[src/rtl/snake_sched_pkg.sv]
// Shared definitions for the snake game step scheduler: FSM state encoding,
// difficulty codes and the frames-per-step period selection helper.
package snake_sched_pkg;

  typedef enum logic [2:0] {
    ST_IDLE   = 3'd0,
    ST_WAIT   = 3'd1,
    ST_PAUSED = 3'd2,
    ST_REQ    = 3'd3,
    ST_FAULT  = 3'd4
  } sched_state_e;

  localparam logic [1:0] DIFF_EASY   = 2'd0;
  localparam logic [1:0] DIFF_MED    = 2'd1;
  localparam logic [1:0] DIFF_HARD   = 2'd2;
  localparam logic [1:0] DIFF_INSANE = 2'd3;

  // Frames per step for a difficulty, divided down while turbo is held.
  // A period of zero would never terminate, so it is clamped to one frame.
  function automatic int period_sel(input logic [1:0] difficulty,
                                    input logic       turbo,
                                    input int         f_easy,
                                    input int         f_med,
                                    input int         f_hard,
                                    input int         f_insane,
                                    input int         shift);
    int p;
    case (difficulty)
      DIFF_EASY: p = f_easy;
      DIFF_MED:  p = f_med;
      DIFF_HARD: p = f_hard;
      default:   p = f_insane;
    endcase
    if (turbo) p = p >> shift;
    if (p < 1) p = 1;
    return p;
  endfunction

endpackage

[src/rtl/game_step_scheduler_if.sv]
// Signal bundle between the step scheduler and its neighbours (VGA timing,
// menu, keyboard and rect_controller). The scheduler uses the master view.
interface game_step_scheduler_if;
  logic        vsync_in;
  logic        game_start;
  logic        menu_interrupt;
  logic [1:0]  difficulty_level;
  logic        turbo_button;
  logic        step_done;
  logic        step_req;
  logic        busy;
  logic        fault;
  logic [15:0] step_count;

  modport master (
    input  vsync_in,
    input  game_start,
    input  menu_interrupt,
    input  difficulty_level,
    input  turbo_button,
    input  step_done,
    output step_req,
    output busy,
    output fault,
    output step_count
  );

  modport slave (
    output vsync_in,
    output game_start,
    output menu_interrupt,
    output difficulty_level,
    output turbo_button,
    output step_done,
    input  step_req,
    input  busy,
    input  fault,
    input  step_count
  );
endinterface

[src/rtl/game_step_scheduler_frame_tick_gen.sv]
// Registered rising-edge detector on vsync: one single-cycle tick per frame,
// asserted the cycle after vsync is first sampled high.
module frame_tick_gen (
  input  logic clk,
  input  logic rst,
  input  logic vsync_in,
  output logic tick
);

  logic vsync_d_q;
  logic tick_q;

  // Delay vsync by one cycle and register the 0->1 detection.
  always_ff @(posedge clk or negedge rst) begin
    if (!rst) begin
      vsync_d_q <= 1'b0;
      tick_q    <= 1'b0;
    end else begin
      vsync_d_q <= vsync_in;
      tick_q    <= vsync_in & ~vsync_d_q;
    end
  end

  assign tick = tick_q;

endmodule

[src/rtl/game_step_scheduler.sv]
// Snake game step scheduler: counts frames, issues step requests to the
// snake controller at a difficulty-dependent rate, pauses under the menu and
// raises a sticky fault when a request is never acknowledged.
module game_step_scheduler
  import snake_sched_pkg::*;
#(
  parameter int FRAMES_EASY   = 30,
  parameter int FRAMES_MED    = 20,
  parameter int FRAMES_HARD   = 12,
  parameter int FRAMES_INSANE = 6,
  parameter int TURBO_SHIFT   = 1,
  parameter int CNT_W         = 8,
  parameter int DONE_TIMEOUT  = 65535
) (
  input  logic                  clk,
  input  logic                  rst,
  game_step_scheduler_if.master bus
);

  localparam int TO_W = (DONE_TIMEOUT < 2) ? 1 : $clog2(DONE_TIMEOUT + 1);

  sched_state_e     state_q, state_d;
  logic [CNT_W-1:0] cnt_q, cnt_d;
  logic [TO_W-1:0]  to_q, to_d;
  logic [TO_W-1:0]  to_inc;
  logic [15:0]      step_cnt_q, step_cnt_d;
  logic             step_req_q;
  logic             busy_q;
  logic             fault_q;
  logic             tick;
  logic [CNT_W-1:0] period;

  frame_tick_gen u_tick (
    .clk      (clk),
    .rst      (rst),
    .vsync_in (bus.vsync_in),
    .tick     (tick)
  );

  // Difficulty and turbo only matter at the moment a period is loaded.
  assign period = CNT_W'(period_sel(bus.difficulty_level, bus.turbo_button,
                                    FRAMES_EASY, FRAMES_MED, FRAMES_HARD,
                                    FRAMES_INSANE, TURBO_SHIFT));

  assign to_inc = to_q + 1'b1;

  // Next-state logic: frame countdown, pause, request handshake and timeout.
  always_comb begin
    state_d    = state_q;
    cnt_d      = cnt_q;
    to_d       = to_q;
    step_cnt_d = step_cnt_q;
    case (state_q)
      ST_IDLE: begin
        if (bus.game_start && !bus.menu_interrupt) begin
          step_cnt_d = '0;
          cnt_d      = period;
          to_d       = '0;
          state_d    = ST_WAIT;
        end
      end
      ST_WAIT: begin
        if (!bus.game_start) begin
          cnt_d   = '0;
          to_d    = '0;
          state_d = ST_IDLE;
        end else if (bus.menu_interrupt) begin
          // A tick in the same cycle is dropped: the pause takes precedence.
          state_d = ST_PAUSED;
        end else if (tick) begin
          cnt_d = cnt_q - 1'b1;
          if (cnt_q == CNT_W'(1)) begin
            to_d    = '0;
            state_d = ST_REQ;
          end
        end
      end
      ST_PAUSED: begin
        if (!bus.game_start) begin
          cnt_d   = '0;
          to_d    = '0;
          state_d = ST_IDLE;
        end else if (!bus.menu_interrupt) begin
          state_d = ST_WAIT;
        end
      end
      ST_REQ: begin
        if (!bus.game_start) begin
          cnt_d   = '0;
          to_d    = '0;
          state_d = ST_IDLE;
        end else if (bus.step_done) begin
          // The menu never aborts a pending request; it only decides where
          // the scheduler lands once the step has been acknowledged.
          if (step_cnt_q != 16'hFFFF) step_cnt_d = step_cnt_q + 16'd1;
          cnt_d   = period;
          to_d    = '0;
          state_d = bus.menu_interrupt ? ST_PAUSED : ST_WAIT;
        end else if (to_inc == TO_W'(DONE_TIMEOUT)) begin
          to_d    = '0;
          state_d = ST_FAULT;
        end else begin
          to_d = to_inc;
        end
      end
      ST_FAULT: begin
        if (!bus.game_start) state_d = ST_IDLE;
      end
      default: begin
        cnt_d   = '0;
        to_d    = '0;
        state_d = ST_IDLE;
      end
    endcase
  end

  // State, counters and outputs; outputs are registered from the next state.
  always_ff @(posedge clk or negedge rst) begin
    if (!rst) begin
      state_q    <= ST_IDLE;
      cnt_q      <= '0;
      to_q       <= '0;
      step_cnt_q <= '0;
      step_req_q <= 1'b0;
      busy_q     <= 1'b0;
      fault_q    <= 1'b0;
    end else begin
      state_q    <= state_d;
      cnt_q      <= cnt_d;
      to_q       <= to_d;
      step_cnt_q <= step_cnt_d;
      step_req_q <= (state_d == ST_REQ);
      busy_q     <= (state_d == ST_WAIT) || (state_d == ST_PAUSED) ||
                    (state_d == ST_REQ);
      fault_q    <= (state_d == ST_FAULT);
    end
  end

  assign bus.step_req   = step_req_q;
  assign bus.busy       = busy_q;
  assign bus.fault      = fault_q;
  assign bus.step_count = step_cnt_q;

endmodule

[src/flat_wrapper.sv]
// flat-port wrapper written by rule: the top's interface ports become plain ports
module game_step_scheduler_flat import snake_sched_pkg::*;
#(
  parameter int FRAMES_EASY   = 30,
  parameter int FRAMES_MED    = 20,
  parameter int FRAMES_HARD   = 12,
  parameter int FRAMES_INSANE = 6,
  parameter int TURBO_SHIFT   = 1,
  parameter int CNT_W         = 8,
  parameter int DONE_TIMEOUT  = 65535
)
  (clk, rst, bus_vsync_in, bus_game_start, bus_menu_interrupt, bus_difficulty_level, bus_turbo_button, bus_step_done, bus_step_req, bus_busy, bus_fault, bus_step_count);
  game_step_scheduler_if bus_i ();
  input  logic clk;
  input  logic rst;
  input wire logic [$bits(bus_i.vsync_in)-1:0] bus_vsync_in;
  input wire logic [$bits(bus_i.game_start)-1:0] bus_game_start;
  input wire logic [$bits(bus_i.menu_interrupt)-1:0] bus_menu_interrupt;
  input wire logic [$bits(bus_i.difficulty_level)-1:0] bus_difficulty_level;
  input wire logic [$bits(bus_i.turbo_button)-1:0] bus_turbo_button;
  input wire logic [$bits(bus_i.step_done)-1:0] bus_step_done;
  output wire logic [$bits(bus_i.step_req)-1:0] bus_step_req;
  output wire logic [$bits(bus_i.busy)-1:0] bus_busy;
  output wire logic [$bits(bus_i.fault)-1:0] bus_fault;
  output wire logic [$bits(bus_i.step_count)-1:0] bus_step_count;
  assign bus_i.vsync_in = bus_vsync_in;
  assign bus_i.game_start = bus_game_start;
  assign bus_i.menu_interrupt = bus_menu_interrupt;
  assign bus_i.difficulty_level = bus_difficulty_level;
  assign bus_i.turbo_button = bus_turbo_button;
  assign bus_i.step_done = bus_step_done;
  assign bus_step_req = bus_i.step_req;
  assign bus_busy = bus_i.busy;
  assign bus_fault = bus_i.fault;
  assign bus_step_count = bus_i.step_count;
  game_step_scheduler #(.FRAMES_EASY(FRAMES_EASY), .FRAMES_MED(FRAMES_MED), .FRAMES_HARD(FRAMES_HARD), .FRAMES_INSANE(FRAMES_INSANE), .TURBO_SHIFT(TURBO_SHIFT), .CNT_W(CNT_W), .DONE_TIMEOUT(DONE_TIMEOUT)) u_core (.clk(clk), .rst(rst), .bus(bus_i));
endmodule
[config.mk]
export PLATFORM = sky130hd
export DESIGN_NAME = game_step_scheduler_flat
export DESIGN_NICKNAME = d
export VERILOG_FILES = /design/src/rtl/snake_sched_pkg.sv /design/src/rtl/game_step_scheduler_if.sv /design/src/rtl/game_step_scheduler_frame_tick_gen.sv /design/src/rtl/game_step_scheduler.sv /design/src/flat_wrapper.sv
export SDC_FILE = /design/constraint.sdc
export NUM_CORES = 1
export LEC_CHECK = 0
export ABC_AREA = 0
export CELL_PAD_IN_SITES_DETAIL_PLACEMENT = 0
export CELL_PAD_IN_SITES_GLOBAL_PLACEMENT = 1
export CORE_MARGIN = 2
export CORE_UTILIZATION = 27
export CTS_CLUSTER_SIZE = 28
export DETAILED_ROUTE_END_ITERATION = 16
export PLACE_DENSITY_LB_ADDON = 0.05
export SETUP_SLACK_MARGIN = 0.1
export SYNTH_ARGS = -nofsm -noshare
export SYNTH_HDL_FRONTEND = slang
export SYNTH_SLANG_ARGS = --single-unit
[constraint.sdc]
create_clock -name clk -period 5.2 [get_ports clk]
set_clock_uncertainty 0.2 [all_clocks]
set_input_delay 0.78 -clock clk [delete_from_list [all_inputs] [get_ports clk]]
set_output_delay 0.78 -clock clk [all_outputs]
set_load 0.02 [all_outputs]
### Word level (Yosys, flattened, before mapping)

Index checks and enable logic that the tools add are counted.

* word-level logic and storage cells: 86
* register bits after elaboration: 48
* output and inout port bits: 19

* reduce and logical (&&, ||, !) cells: 10
* $add $sub $neg: 3
* magnitude comparators: 1
* bitwise gates (word level): 3
* eq/ne operators: 22
* muxes and demuxes: 38

Operators by type and width (count)
* 2-to-1 mux 16 bit: 12
* one-hot mux 16 bit (5 select lines): 1
* 2-to-1 mux 8 bit: 7
* one-hot mux 8 bit (5 select lines): 1
* 2-to-1 mux 3 bit: 11
* adder 16 x 1 -> 16 bit (second input constant): 2
* one-hot mux 16 bit (2 select lines): 1
* == test 16 bit (second input constant): 1
* inequality test 16 bit (second input constant): 1
* one-hot mux 3 bit (5 select lines): 1
* one-hot mux 5 bit (3 select lines): 1
* == test 3 x 2 -> 1 bit (second input constant): 4
* AND reduction 6 bit: 2
* 2-to-1 mux 5 bit: 2
* inequality test 3 bit (second input constant): 3
* == test 8 x 1 -> 1 bit (second input constant): 1
* subtractor 8 x 1 -> 8 bit (second input constant): 1
* == test 3 x 1 -> 1 bit (second input constant): 2
* == test 3 bit (second input constant): 2
* inequality test 2 bit (second input constant): 3
* < comparator 5 x 1 -> 1 bit (second input constant): 1
* AND reduction 5 bit: 1
* inequality test 2 x 1 -> 1 bit (second input constant): 2
* zero test 3 bit: 1
* 11 further kinds: 13

### Logic depth before layout (Yosys ltp)

Gate-level depths: netlist of run 1.

* word-level depth: 9
* depth in mapped cells: 9

### By module

From an unflattened synthesis of run 1, not the netlist that was laid out.

* cell total of the unflattened synthesis: 328
* area, all modules: 2899.0 um^2

Modules (own cells, without submodules)
* game_step_scheduler: cells an instance 325, area each 2835.2 um^2, instances 1, sequential area each 1151.1 um^2
* frame_tick_gen: cells an instance 3, area each 63.8 um^2, instances 1, sequential area each 50.0 um^2

### Worst setup path after synthesis of run 1

OpenSTA, ideal clock, no wires.

* kind: register to register
* start point: register u_core.to_q[2]
* end point: register u_core.to_q[3]
* cell stages (with the launch flop): 10
* path slack: 2.769 ns
* buffers on the path: 3
* data arrival time: 2.105 ns
* clock period less this slack: 2.431 ns
* cells stage by stage: dfrtp_1 buf_4 nand3_1 buf_2 nor4_2 o2111ai_1 nor4_4 nor2_2 buf_6 a221o_1

* longest elaborated chain between the ends: 6

Ends and longest elaborated chain
* from (decl): RTL line game_step_scheduler.sv:24 `logic [TO_W-1:0] to_q, to_d;`
* from (signal assigned): RTL line game_step_scheduler.sv:130 `to_q <= to_d;`
* adder 16 x 1 -> 16 bit (*): RTL line game_step_scheduler.sv:45 `assign to_inc = to_q + 1'b1;`
* == test 16 bit: RTL line game_step_scheduler.sv:99 `end else if (to_inc == TO_W'(DONE_TIMEOUT)) begin`
* 2-to-1 mux 16 bit (*): RTL line game_step_scheduler.sv:99
* 2-to-1 mux 16 bit (*): RTL line game_step_scheduler.sv:92 `end else if (bus.step_done) begin`
* 2-to-1 mux 16 bit (*): RTL line game_step_scheduler.sv:88 `if (!bus.game_start) begin`
* one-hot mux 16 bit (5 select lines) (*): RTL line game_step_scheduler.sv:53 `case (state_q)`

Every way passes the cells marked *; elsewhere a longest branch is shown, timed or not.
A chain may end at the register's enable or synchronous reset.

### Worst setup path in the final report of run 1

* start point: input port bus_game_start
* end point: register u_core.to_q[10]

* longest elaborated chain between the ends: 3

Ends and longest elaborated chain
* from (decl): RTL line flat_wrapper.sv:17 `input wire logic [$bits(bus_i.game_start)-1:0] bus_game_start;`
* logical AND 1 bit: RTL line game_step_scheduler.sv:55 `if (bus.game_start && !bus.menu_interrupt) begin`
* inequality test 2 x 1 -> 1 bit (no line)
* AND reduction 6 bit (no line)

Parallel ways exist; a longest one is shown, timed or not.

==> results of run 1 <==
[flip-flops by register name (all words and copies together) (netlist names)]
register / cells
u_core.bus.busy: 1
u_core.cnt_q: 8
u_core.state_q: 3
u_core.bus.fault: 1
u_core.u_tick.vsync_d_q: 1
u_core.bus.step_req: 1
u_core.to_q: 16
u_core.u_tick.tick: 1
u_core.bus.step_count: 16
[cells by family (layout without fill, tap and decap cells)]
group	count (synthesis)	count (layout)	share of synthesized area, %
simple gates	149	149	26.59
compound gates	68	68	16.87
flops	48	48	41.31
buf+inv	26	47	3.958
xor+xnor	21	21	6.325
fa+ha+maj	9	9	3.873
mux	3	3	1.076
[cells in the mapped netlist, types with 3 or more instances]
cell,n
inv_1,9
xnor2_1,9
nand4_1,11
o31ai_1,3
a221o_1,9
nor3_1,12
nor4_1,5
a211oi_1,7
clkbuf_1,11
a21oi_1,10
and4_1,4
nor2b_1,4
dfrtp_1,48
and2_1,7
xor2_1,12
ha_1,9
nand2b_1,4
o41ai_1,3
nand2_1,37
nand3_1,6
a21boi_0,3
nor2_1,44
o21ai_0,17
[area by class of cell]
class	count	share of cell area (%)
Clock buffer	5	2.009
Clock inverter	2	1.753
Inverter	9	0.9861
Multi-Input combinational cell	250	46.60
Sequential cell	48	35.06
Tap cell	136	4.967
Timing Repair Buffer	31	8.619
[metrics by stage]
stage / total power, µW / hold WS, ns / utilization (%)
2_1_floorplan: 467.2 / 0.1777 / -
3_3_place_gp: 510.7 / 0.1846 / 31.79
3_5_place_dp: 509.0 / 0.1890 / 31.79
4_1_cts: 838.6 / 0.2018 / 33.04
5_1_grt: 870.5 / 0.2360 / 33.04
6_report: 820.9 / 0.1983 / 33.04
[cell usage in the layout, fill, tap and decap left out, drive strengths merged, types with 7 or more instances in the layout]
cell,synthesis,routed
nand2,37,37
nand4,12,12
a221o,9,9
o21ai,17,17
nor4,7,7
a211oi,7,7
a21oi,10,10
dfrtp,48,48
xnor2,9,9
ha,9,9
inv,9,9
nor2,45,45
clkdlybuf4s50,0,26
xor2,12,12
nor3,12,12
and2,7,7
[final timing paths]
path                                                    from                                    to  slack [ns]
setup / recovery                              bus_game_start           u_core.to_q[10]$_DFFE_PN0P_        1.98
hold / removal             u_core.u_tick.vsync_d_q$_DFF_PN0_          u_core.u_tick.tick$_DFF_PN0_        0.20
setup reg to reg                  u_core.to_q[2]$_DFFE_PN0P_            u_core.to_q[2]$_DFFE_PN0P_        1.99
hold reg to reg            u_core.u_tick.vsync_d_q$_DFF_PN0_          u_core.u_tick.tick$_DFF_PN0_        0.20
max in group asynchronous                                rst           u_core.cnt_q[2]$_DFFE_PN0P_        3.98
min in group asynchronous                                rst  u_core.bus.step_count[6]$_DFFE_PN0P_        0.38
[where the power goes]
part	leakage [µW]	switching (µW)	internal, µW
combinational	0.000689	63.2	35.9
sequential	0.000658	14.5	386
clock	0.0000642	132	190
total	0.00141	210	611
[worst max-delay path, cell delays in order]
cell	delay [ns]
clkdlybuf4s50_1	0.54
nor2b_1	0.56
nand2_1	0.53
nor2_2	0.60
a221o_1	0.25
[layer usage]
metal / GRT usage [%] / part of all wire [%] / routed length, µm
met1: 18.13 / 50 / 3577
met2: 21.83 / 46 / 3292
met3: 2.179 / 2.8 / 201
met4: 3.663 / 1.3 / 92
met5: 0 / 0 / 0
==> results_tabular.tex, run 1 <==
\begin{tabular}{lr}
\hline
Metric & Value \\
\hline
\multicolumn{2}{l}{\textbf{Run status}} \\
\quad Outcome & finished clean \\
\multicolumn{2}{l}{\textbf{Timing}} \\
\quad Setup repair after global routing missed its margin & false \\
\quad Setup WS post-layout & 1.978 ns \\
\quad Fmax & slightly above 300 MHz \\
\quad Final slew viol count & 0 \\
\quad Post-layout minimum cycle time & approximately 3.2 ns \\
\quad Setup Total Neg Slack & 0 ns \\
\quad Final number of hold-violating endpoints & 0 \\
\quad Rel. slew slack & between 50\% and 60\% \\
\quad Final period utilization & between 60 and 70\% \\
\quad Setup violations, final & 0 \\
\quad Transition at the pin with the smallest max-transition slack & $\sim$0.7 ns \\
\multicolumn{2}{l}{\textbf{Synth}} \\
\quad Number of synthesis warnings & 0 \\
\quad Share of the synthesized area in the top cell type & between 40\% and 50\% \\
\quad Cell area after synthesis & just under 3000 µm² \\
\quad Fraction of registers with async set or reset after synthesis & between 90\% and 100\% \\
\quad Leading register cell type out of synthesis & dfrtp\_1 \\
\quad Mapped Avg Cell Area & 8.975 µm² \\
\quad Cells after synthesis & between 300 and 400 \\
\quad Portion of the post-synthesis area used by sequential elements & 41.31\% \\
\quad Syn\_nets & 342 \\
\quad Total of flip-flops plus latches after synthesis & 48 \\
\quad Number of distinct library cells after synthesis & 55 \\
\quad Largest area contributor in the netlist & dfrtp\_1 \\
\quad Synth area leaders & dfrtp\_1 (41\%), nor2\_1 (5.7\%), nand2\_1 (4.8\%) \\
\quad Post-synth EDFFs & 0 \\
\multicolumn{2}{l}{\textbf{Critical path}} \\
\quad Crit path max fanout & 14 \\
\quad Critical path capture point type & flop \\
\quad Classification of the worst setup path & input pin to flop \\
\quad Crit path required time & around 5.2 ns \\
\quad Number of cells on the worst reg-to-reg path & 6 \\
\quad Arrival time of data at the critical path endpoint & 3.26 ns \\
\quad Setup crit start kind & input pin \\
\multicolumn{2}{l}{\textbf{Floorplan}} \\
\quad Die Ht & about 110 µm \\
\quad Die width & about 110 µm \\
\quad Total Die Area & $\sim$12000 µm² \\
\quad Placement Rows & 37 \\
\quad Initial Utilization & $\sim$28\% \\
\quad CORE AREA & approximately 10000 µm² \\
\quad Num ports & 28 \\
\multicolumn{2}{l}{\textbf{Clocking}} \\
\quad Setup repair bufs after CTS & 0 \\
\quad Post-CTS Hold Fix Bufs & 0 \\
\quad Root buffer cell & clkbuf\_8 \\
\quad Maximum clock path buffer count & 2 \\
\quad Number of gates given a new drive strength after cts & 0 \\
\quad Number of clock sinks & between 40 and 50 \\
\quad Worst skew pair latency & 0.30 ns \\
\quad Clock slew seen by the registers of the worst setup and hold paths & $\sim$0.09 ns \\
\quad Total clock buffers created by CTS & 5 \\
\quad Number of H-tree levels & 2 \\
\quad Clock tree from TritonCTS & yes \\
\multicolumn{2}{l}{\textbf{Detailed routing}} \\
\quad Number of DRC markers in iteration 0 & 84 \\
\quad Vias post-DR & approximately 2400 \\
\quad Post-detailed-route via-to-cell ratio & $\sim$5 \\
\quad Final routed wire length divided by cell count & between 10 and 15 µm \\
\quad Antenna Violating Nets Remaining & 0 \\
\quad Wirelength, routed & approximately 7200 µm \\
\quad Pre-antenna DRT Iters & 4 \\
\quad Number of remaining DRC errors & 0 \\
\multicolumn{2}{l}{\textbf{Global route}} \\
\quad Pin count of the biggest net entering global routing & between 40 and 50 \\
\quad Global routing usage summed across all routing layers & a little over an eighth \\
\quad Leftover overflow at the end of global routing & 0 \\
\quad Number of global-route vias before repair & roughly 2400 \\
\quad Global-route wire length before repair & around 12000 µm \\
\quad Number of antenna violations at the first check in global routing & 0 \\
\multicolumn{2}{l}{\textbf{Finish}} \\
\quad Total non-filler cell area in the finished layout & 3426 µm² \\
\quad Final-stage net count & $\sim$360 \\
\quad Ratio of cells with drive above 1 in the final layout & $\sim$6.7\% \\
\quad Storage cell area & 1201 µm² \\
\quad Final std cells w/o fill & between 400 and 500 \\
\quad Total inserted antenna cells & 0 \\
\quad Fillers & between 1000 and 1500 \\
\quad Area of combinational cells with multiple inputs & 1597 µm² \\
\quad Signed area change from the synthesized netlist to the final layout & 17.81\% \\
\multicolumn{2}{l}{\textbf{Worst hold path}} \\
\quad Min-Delay Path Depth & 1 \\
\quad HP Class & flop to flop \\
\multicolumn{2}{l}{\textbf{Place}} \\
\quad Total instance count after detailed placement & between 400 and 500 \\
\quad IO Port Bufs & 27 \\
\quad GP Congestion & 0.7737 \\
\quad Detail Placement HPWL & about 5000 µm \\
\quad Post-Place Worst Slack & between 1.5 and 2 ns \\
\quad Total placed instance area & 3297 µm² \\
\multicolumn{2}{l}{\textbf{Power}} \\
\quad Max IR drop VDD & between 90 and 100 µV \\
\quad Static Leak & about 0.0014 µW \\
\quad Cell area power density & $\sim$240 nW/µm² \\
\multicolumn{2}{l}{\textbf{Job}} \\
\quad Number of max-cap violations & 0 \\
\hline
\end{tabular}
(Power assumes the default switching activity.)
==> run 2: changes to the inputs <==
clock period = 3.3 ns   (was 5.2 ns; I/O delays follow)
==> results_tabular.tex, run 2 (same netlist as run 1, synthesis figures left out) <==
\begin{tabular}{lr}
\hline
Metric & Value \\
\hline
\multicolumn{2}{l}{\textbf{Clocking}} \\
\quad Total clock buffers created by CTS & 5 (unchanged) \\
\quad Clock tree from TritonCTS & yes \\
\quad Setup repair bufs after CTS & 0 (unchanged) \\
\quad Number of clock sinks & 48 (unchanged) \\
\quad Worst skew pair latency & 0.31 ns (about the same) \\
\quad Root buffer cell & clkbuf\_8 \\
\quad Clock slew seen by the registers of the worst setup and hold paths & 0.10 ns (about the same) \\
\quad Number of H-tree levels & 2 (unchanged) \\
\quad Maximum clock path buffer count & 2 (unchanged) \\
\multicolumn{2}{l}{\textbf{Global route}} \\
\quad Global-route wire length before repair & 12630 µm (+3.0\%) \\
\quad Number of global-route vias before repair & 2414 (+0.71\%) \\
\quad Number of antenna violations at the first check in global routing & 0 (unchanged) \\
\quad Leftover overflow at the end of global routing & 0 (unchanged) \\
\quad Global routing usage summed across all routing layers & 13.77\% (+0.44 points) \\
\quad Pin count of the biggest net entering global routing & 31 (-37\%) \\
\multicolumn{2}{l}{\textbf{Place}} \\
\quad Post-Place Worst Slack & 0.2691 ns (-1.369 ns) \\
\quad Detail Placement HPWL & 5261 µm (+5.3\%) \\
\quad Total instance count after detailed placement & 479 (+1.1\%) \\
\quad GP Congestion & 0.7587 (-1.9\%) \\
\quad IO Port Bufs & 27 (unchanged) \\
\multicolumn{2}{l}{\textbf{Timing}} \\
\quad Final period utilization & 85.11\% \\
\quad Transition at the pin with the smallest max-transition slack & 0.8331 ns (+0.1288 ns) \\
\quad Final number of hold-violating endpoints & 0 (unchanged) \\
\quad Hold Worst Slack & 0.1981 ns (-0.0002450 ns) \\
\quad Setup WS post-layout & 0.4915 ns (-1.486 ns) \\
\quad Rel. slew slack & 44.13\% (-8.6 points) \\
\quad Post-layout minimum cycle time & about 2.8 ns \\
\quad Final slew viol count & 0 (unchanged) \\
\quad Setup Total Neg Slack & 0 ns (unchanged) \\
\quad Fmax & between 300 and 400 MHz \\
\quad Setup violations, final & 0 (unchanged) \\
\quad Setup repair after global routing missed its margin & false \\
\multicolumn{2}{l}{\textbf{Critical path}} \\
\quad CP Cell Sequence & nand3\_2 -> nor4\_2 -> o2111ai\_1 -> nor4\_4 -> nor2\_2 -> a221o\_1 \\
\quad Worst path slowest cell & nor4\_4 \\
\quad Crit path max fanout & 11 (-3) \\
\quad Delay of the slowest critical-path stage & 0.53 ns (-0.07 ns) \\
\quad Critical path capture point type & flop \\
\quad Crit path required time & 3.30 ns (-1.94 ns) \\
\quad Classification of the worst setup path & flop to flop \\
\quad Arrival time of data at the critical path endpoint & 2.81 ns (-0.45 ns) \\
\quad Setup crit start kind & flop \\
\multicolumn{2}{l}{\textbf{Floorplan}} \\
\quad Num ports & 28 (unchanged) \\
\quad Total Die Area & 11620 µm² (unchanged) \\
\quad Die width & 107.8 µm (unchanged) \\
\quad Initial Utilization & 28.04\% (unchanged) \\
\quad Die Ht & 107.8 µm (unchanged) \\
\quad CORE AREA & 10370 µm² (unchanged) \\
\quad Placement Rows & 37 (unchanged) \\
\multicolumn{2}{l}{\textbf{Detailed routing}} \\
\quad Vias post-DR & 2455 (+2.4\%) \\
\quad Antenna Violating Nets Remaining & 0 (unchanged) \\
\quad Final routed wire length divided by cell count & 15.16 µm (+1.8\%) \\
\quad Number of remaining DRC errors & 0 (unchanged) \\
\quad Post-detailed-route via-to-cell ratio & 5.031 (+0.91\%) \\
\quad Number of DRC markers in iteration 0 & 113 (+35\%) \\
\quad Wirelength, routed & 7396 µm (+3.2\%) \\
\quad Pre-antenna DRT Iters & 4 (unchanged) \\
\multicolumn{2}{l}{\textbf{Power}} \\
\quad Max IR drop VDD & 165.1 µV (+67\%) \\
\quad Cell area power density & 359.1 nW/µm² (+50\%) \\
\quad Static Leak & 0.001430 µW (+1.3\%) \\
\multicolumn{2}{l}{\textbf{Finish}} \\
\quad Final std cells w/o fill & 488 (+1.5\%) \\
\quad Ratio of cells with drive above 1 in the final layout & 8.523\% (+1.9 points) \\
\quad Final-stage net count & 369 (+1.7\%) \\
\quad Total inserted antenna cells & 0 (unchanged) \\
\quad Most common cell after layout, fill and taps aside & dfrtp\_1 \\
\quad Commonest non-fill, non-tap cells in the layout & dfrtp\_1 (48), nor2\_1 (44), nand2\_1 (37), clkdlybuf4s50\_1 (26), o21ai\_0 (17) \\
\quad Signed area change from the synthesized netlist to the final layout & 19.02\% \\
\multicolumn{2}{l}{\textbf{Job}} \\
\quad Number of max-cap violations & 0 (unchanged) \\
\multicolumn{2}{l}{\textbf{Worst hold path}} \\
\quad HP Class & flop to flop \\
\multicolumn{2}{l}{\textbf{Run status}} \\
\quad Outcome & finished clean \\
\hline
\end{tabular}
==> run 2: changes by cell type in the layout (fill, tap and decap cells not counted) <==
cell,change
buf_4,+5
clkinv_2,+1
nand3_1,-1
clkinvlp_4,+1
dlygate4sd3_1,+1
bufinv_16,-1
nand3_2,+1
==> run 2: worst paths after layout <==
kind | from | endpoint | slack [ns] | cells after the start
worst max register to register | u_core.to_q[2]$_DFFE_PN0P_ | u_core.to_q[3]$_DFFE_PN0P_ | 0.49 | 6
min in group asynchronous | rst | u_core.bus.step_count[10]$_DFFE_PN0P_ | 0.47 | 2
max in group asynchronous | rst | u_core.u_tick.vsync_d_q$_DFF_PN0_ | 1.65 | 3
worst min-delay path | u_core.u_tick.vsync_d_q$_DFF_PN0_ | u_core.u_tick.tick$_DFF_PN0_ | 0.20 | 1
worst min register to register | u_core.u_tick.vsync_d_q$_DFF_PN0_ | u_core.u_tick.tick$_DFF_PN0_ | 0.20 | 1
worst max-delay path | u_core.to_q[2]$_DFFE_PN0P_ | u_core.to_q[3]$_DFFE_PN0P_ | 0.49 | 6
==> run 2: power breakdown <==
part | switching, µW | leakage (µW) | internal, µW | total [µW]
logic | 102 | 0.000718 | 60.2 | 163
registers | 24.2 | 0.000658 | 608 | 632
clock network | 223 | 0.0000541 | 225 | 448
total | 350 | 0.00143 | 893 | 1240
==> run 2: final cells by class <==
type,instances,area (µm²)
clock buffer,5,68.82
clock inverter,3,42.54
fill,1090,6909
inverter,9,33.78
multi-input combinational,250,1602
sequential,48,1201
tap,136,170.2
timing repair buffer,37,342.8
==> run 2: metrics by stage <==
step | instance area, µm² | utilization (%) | power, µW
detailed placement | 3334 | 32.15 | 807.7
CTS | 3456 | 33.33 | 1271
global placement | 3334 | 32.15 | 810.9
floorplan | 2908 | - | 736.2
finish | 3461 | 33.37 | 1243
global route | 3461 | 33.37 | 1320
==> run 2: routing by layer <==
| layer | wire (µm) | vias up | track usage (%) |
|---|---|---|---|
| met2 | 3506 | 47 | 22.24 |
| met5 | 0 | - | 0 |
| met4 | 64 | 0 | 3.022 |
| met1 | 3575 | 1182 | 19.16 |
| met3 | 249 | 5 | 2.482 |
| li1 | - | 1221 | - |
==> run 2: what timing repair did <==
| action | CTS | global route |
|---|---|---|
| endpoints found under the setup margin | 0 | 10 |
| gates resized for setup | 0 | 1 |
| hold buffers | 1 | 0 |
| hold endpoints to repair | 18 | 0 |
==> run 2: worst max-delay path: cells and delay by family, from the launching register on <==
family,cells,cell delay (ns)
AND/OR/NAND/NOR,4,1.40
AO/OA/AOI/OAI,2,0.60
flip-flops,1,0.49
